<file path="config.mk">
export PLATFORM = sky130hd
export DESIGN_NAME = pipeline_hazard_ctrl
export DESIGN_NICKNAME = d
export VERILOG_FILES = /design/src/rtl/pipeline_hazard_ctrl.sv
export SDC_FILE = /design/constraint.sdc
export NUM_CORES = 1
export LEC_CHECK = 0
export CORE_ASPECT_RATIO = 1.5
export CORE_MARGIN = 2
export CORE_UTILIZATION = 48
export CTS_BUF_LIST = sky130_fd_sc_hd__clkbuf_16
export DETAILED_ROUTE_END_ITERATION = 8
export PLACE_DENSITY = 0.83
export SLEW_MARGIN = 0
export SYNTH_ARGS = -nofsm -noshare
export SYNTH_HDL_FRONTEND = slang
export SYNTH_SLANG_ARGS = --single-unit
</file>
<file path="constraint.sdc">
create_clock -name clk -period 3.5 [get_ports clk]
set_clock_uncertainty 0.05 [all_clocks]
set_input_delay 0.7 -clock clk [delete_from_list [all_inputs] [get_ports clk]]
set_output_delay 0.7 -clock clk [all_outputs]
set_load 0.01 [all_outputs]
</file>
<file path="src/rtl/pipeline_hazard_ctrl.sv">
// rtl/pipeline_hazard_ctrl.sv - hazard scheduler for the 5-stage MIPS pipeline
module pipeline_hazard_ctrl #(
    parameter int STALL_CYCLES = 1,
    parameter int CNT_WIDTH    = 16
) (
    input  logic                 clk,
    input  logic                 reset,
    input  logic [4:0]           id_rs,
    input  logic [4:0]           id_rt,
    input  logic                 id_uses_rt,
    input  logic                 id_jump,
    input  logic [4:0]           ex_rs,
    input  logic [4:0]           ex_rt,
    input  logic                 ex_mem_read,
    input  logic [4:0]           ex_wreg,
    input  logic                 mem_reg_write,
    input  logic [4:0]           mem_wreg,
    input  logic                 mem_branch_taken,
    input  logic                 wb_reg_write,
    input  logic [4:0]           wb_wreg,
    input  logic                 mem_busy,
    output logic                 pc_write_en,
    output logic                 if_id_write_en,
    output logic                 pipe_en,
    output logic                 if_id_flush,
    output logic                 id_ex_flush,
    output logic                 ex_mem_flush,
    output logic [1:0]           fwd_a,
    output logic [1:0]           fwd_b,
    output logic [1:0]           state,
    output logic [CNT_WIDTH-1:0] stall_cnt,
    output logic [CNT_WIDTH-1:0] flush_cnt
);

    typedef enum logic [1:0] {
        S_RUN    = 2'b00,
        S_STALL  = 2'b01,
        S_FREEZE = 2'b10
    } state_t;

    // Down-counter reload: bubbles still owed after the first one.
    localparam logic [2:0]           LP_RELOAD  = 3'(STALL_CYCLES - 1);
    localparam logic [CNT_WIDTH-1:0] LP_CNT_ONE = CNT_WIDTH'(1);

    state_t               r_state;
    state_t               r_ret_state;
    state_t               w_next_state;
    state_t               w_next_ret;
    state_t               w_eff_state;
    logic [2:0]           r_dcnt;
    logic [2:0]           w_next_dcnt;
    logic [CNT_WIDTH-1:0] r_stall_cnt;
    logic [CNT_WIDTH-1:0] r_flush_cnt;
    logic                 w_lu;
    logic                 w_stall_inc;
    logic                 w_flush_inc;
    logic [1:0]           w_fwd_a;
    logic [1:0]           w_fwd_b;

    // Load-use: the load in EX writes a register the instruction in ID reads.
    always_comb begin
        w_lu = ex_mem_read && (ex_wreg != 5'd0) &&
               ((ex_wreg == id_rs) || (id_uses_rt && (ex_wreg == id_rt)));
    end

    // Forwarding selects; the younger EX_MEM result wins over WB, $0 never forwards.
    always_comb begin
        w_fwd_a = 2'b00;
        w_fwd_b = 2'b00;
        if (mem_reg_write && (mem_wreg != 5'd0) && (mem_wreg == ex_rs)) begin
            w_fwd_a = 2'b10;
        end else if (wb_reg_write && (wb_wreg != 5'd0) && (wb_wreg == ex_rs)) begin
            w_fwd_a = 2'b01;
        end
        if (mem_reg_write && (mem_wreg != 5'd0) && (mem_wreg == ex_rt)) begin
            w_fwd_b = 2'b10;
        end else if (wb_reg_write && (wb_wreg != 5'd0) && (wb_wreg == ex_rt)) begin
            w_fwd_b = 2'b01;
        end
    end

    // Next-state and control outputs; leaving FREEZE behaves as the saved state.
    always_comb begin
        w_next_state   = S_RUN;
        w_next_ret     = r_ret_state;
        w_next_dcnt    = r_dcnt;
        w_stall_inc    = 1'b0;
        w_flush_inc    = 1'b0;
        pc_write_en    = 1'b1;
        if_id_write_en = 1'b1;
        pipe_en        = 1'b1;
        if_id_flush    = 1'b0;
        id_ex_flush    = 1'b0;
        ex_mem_flush   = 1'b0;
        fwd_a          = w_fwd_a;
        fwd_b          = w_fwd_b;
        w_eff_state    = (r_state == S_FREEZE) ? r_ret_state : r_state;

        if (reset) begin
            fwd_a = 2'b00;
            fwd_b = 2'b00;
        end else if (mem_busy) begin
            pc_write_en    = 1'b0;
            if_id_write_en = 1'b0;
            pipe_en        = 1'b0;
            w_next_state   = S_FREEZE;
            if (r_state != S_FREEZE) begin
                w_next_ret = r_state;
            end
        end else if (mem_branch_taken) begin
            if_id_flush  = 1'b1;
            id_ex_flush  = 1'b1;
            ex_mem_flush = 1'b1;
            w_next_dcnt  = 3'd0;
            w_flush_inc  = 1'b1;
        end else if (w_eff_state == S_STALL) begin
            pc_write_en    = 1'b0;
            if_id_write_en = 1'b0;
            id_ex_flush    = 1'b1;
            w_stall_inc    = 1'b1;
            w_next_dcnt    = r_dcnt - 3'd1;
            w_next_state   = (r_dcnt == 3'd1) ? S_RUN : S_STALL;
        end else if (w_lu) begin
            // A jump sitting in ID here is held and only counted once it issues.
            pc_write_en    = 1'b0;
            if_id_write_en = 1'b0;
            id_ex_flush    = 1'b1;
            w_stall_inc    = 1'b1;
            if (STALL_CYCLES > 1) begin
                w_next_dcnt  = LP_RELOAD;
                w_next_state = S_STALL;
            end
        end else if (id_jump) begin
            if_id_flush = 1'b1;
            w_flush_inc = 1'b1;
        end
    end

    // State, saved pre-freeze state, down-counter and saturating event counters.
    always_ff @(posedge clk) begin
        if (reset) begin
            r_state     <= S_RUN;
            r_ret_state <= S_RUN;
            r_dcnt      <= 3'd0;
            r_stall_cnt <= '0;
            r_flush_cnt <= '0;
        end else begin
            r_state     <= w_next_state;
            r_ret_state <= w_next_ret;
            r_dcnt      <= w_next_dcnt;
            if (w_stall_inc && (r_stall_cnt != '1)) begin
                r_stall_cnt <= r_stall_cnt + LP_CNT_ONE;
            end
            if (w_flush_inc && (r_flush_cnt != '1)) begin
                r_flush_cnt <= r_flush_cnt + LP_CNT_ONE;
            end
        end
    end

    assign state     = r_state;
    assign stall_cnt = r_stall_cnt;
    assign flush_cnt = r_flush_cnt;

endmodule

</file>
==> metrics.txt <==
Final Setup Violations 0; hold_buf cts 0; post-synth cell types 38; routed vias/inst approximately 5.2; fin crit share 97.0%; syn_area_per_cell roughly 8 um^2; DP Area 3390 um^2; top-count cell post-synth xnor2_1; worst hold path class reg -> reg; post-route minimum period 3.39 ns; clock tree root buffer cell clkbuf_16; DRC 0; CTS resizes 5; drt first-iter violations 73; Relative slew margins 48.2%; Commonest cells post-synth xnor2_1 (45), dfxtp_1 (39), nor2_1 (39), nor3_1 (22), nand2_1 (19); via count 2,417; routability congestion estimate 0.830; final WL 6.19 mm; Rows 31; Max VDD drop 0.263 mV; Critical-path top delay cell or4_1; #FFs+latches synth 39; share of the synthesized area in the top cell type 33.5%; first drt pass iteration count 4; Core Area ~4800 um^2; initial antenna violation count 0; CP max stage delay 0.52 ns; crit end category output pin; WP data required about 2.8 ns; critical path class in -> out; Reg clk slew, reported paths 0.05 ns; Clock Latency Late Sink between 0.2 and 0.3 ns; Clock Sinks 39; max cap viols 0; asr flop ratio synth 0%; IO Port Bufs 87; pwr dens 318 nW/um^2; CP arrival 2.64 ns; drt wl/cell 13.4 um; synth top area cells dfxtp_1 (33%), xnor2_1 (17%), nor2_1 (6.3%); top-level I/O count 88; Ant. Diodes 0; Critical Path Source Type primary input; Total GRT Usage 24.3%; CTS Buf Count 5; Final Hold Fails 0; Slew @ Worst Pin around 0.77 ns; Max Slew Vio Count 0; Yosys top cell by area dfxtp_1; CTS Buffer Depth 2; Mapped Area 2330 um^2; total grt overflow 0; Final ANT Viol Nets 0; first-pass GRT wire length 9.98 mm; Ys Warns 0; RSZ-0062 raised after global routing false; CTS tree yes; EDFF count, synth 0; largest fanout on the critical path 4; H-Tree Depth 2; Seq/Total Area, Yosys 33.5%; Achievable Freq 295 MHz; fin nets approximately 440; Primary FF master, synth dfxtp_1; Mapped Nets 338; post-route cell area ~3500 um^2; share of layout cells above drive strength 1 about 8.3%; Gate Count Post-Synth 290; vias in the first global route roughly 2,300; Cell Chain, Critical Path clkdlybuf4s50_1 > or4_1 > o21ai_0 > buf_4 > nor3_1 > nor4_1 > dlygate4sd2_1; initial core utilization between 40 and 50%; die width 60.9 um; Die H 89.3 um; final core utilization around three quarters; dpl hpwl 4.89 mm; largest net degree at the start of global routing 43; status completed; die area 5440 um^2; Leak roughly 1.2 nW; area grow syn2layout 52.1%; Post-CTS Repair Setup Buffers 0
## sequential cells by signal, summed over array words and instances, names as in the netlist
name	flops
r_dcnt	3
flush_cnt	16
r_ret_state	2
stall_cnt	16
state	2
## stage by stage
stage | hold slack [ns] | std cells | setup slack, ns | total power [mW] | TNS [ns]
floorplan | 0.400 | 290 | 0.687 | 0.531 | 0
global placement | 0.408 | 454 | -0.0955 | 0.627 | -0.295
detailed placement | 0.444 | 454 | -0.165 | 0.630 | -0.522
CTS | 0.446 | 462 | 0.0926 | 1.13 | 0
global route | 0.468 | 462 | 0.00516 | 1.17 | 0
finish | 0.442 | 462 | 0.106 | 1.13 | 0
## power by group
group | leakage (nW) | internal [mW] | switching, mW | total [mW]
Combinational | 0.798 | 0.0988 | 0.0680 | 0.167
Clock | 0.0812 | 0.332 | 0.175 | 0.507
Sequential | 0.314 | 0.447 | 0.00490 | 0.452
## cells by family (layout without fill, tap and decap cells)
group                      Yosys count  count (layout)  synth area share, %
AOI/OAI and AO/OA                   28              28                 7.35
muxes                                2               2                0.859
adders and majority gates            4               4                 2.15
and+or+nand+nor                    139             139                 30.7
DFF                                 39              39                 33.5
xor gates and xnor gates            56              56                 21.0
buffers and inverters               22             128                 4.46
## layer usage
layer	share of wire, %	track usage (%)	routed length (um)
met1	38	24.4	2320
met2	55	45.1	3410
met3	3.0	4.63	187
met4	4.3	13.8	263
met5	0	0	0
## cell usage in the layout (no fill, tap or decap), types with 2 or more instances in the layout
master / n
nand2_1: 19
nand2b_1: 2
xor2_1: 11
inv_1: 11
mux2i_1: 2
nor4b_1: 3
nor2_1: 39
or4_1: 7
dfxtp_1: 39
xnor2_1: 45
or3_1: 4
o21ai_0: 9
ha_1: 4
nor3_1: 22
buf_4: 22
clkbuf_16: 5
nand3_1: 16
nand4_1: 7
nor2b_1: 3
clkdlybuf4s50_1: 82
a21oi_1: 9
and3_1: 3
dlygate4sd2_1: 5
nor4_1: 10
## worst max-delay path: cells and delay by family
kind,cells,cell delay [ns]
simple gates,3,0.90
buf+inv,3,0.90
compound gates,1,0.15
## final timing paths
check,start,end,slack [ns],cells past startpoint
setup / recovery,mem_wreg[1],fwd_a[0],0.11,7
hold / removal,r_dcnt[2]$_SDFFE_PP0P_,r_dcnt[2]$_SDFFE_PP0P_,0.44,2
setup reg to reg,state[0]$_SDFF_PP0_,flush_cnt[12]$_SDFFE_PP0P_,1.08,8
hold reg to reg,r_dcnt[2]$_SDFFE_PP0P_,r_dcnt[2]$_SDFFE_PP0P_,0.44,2
## area by class of cell
cell class / count / area [um^2]
clock buffer: 5 / 125
tap: 66 / 82.6
clock inverter: 3 / 38.8
multi-input combinational: 229 / 1450
sequential: 39 / 781
timing repair buffer: 109 / 1030
inverter: 11 / 41.3
fill: 370 / 1230
No activity file was read; power rests on OpenSTA's default activity.
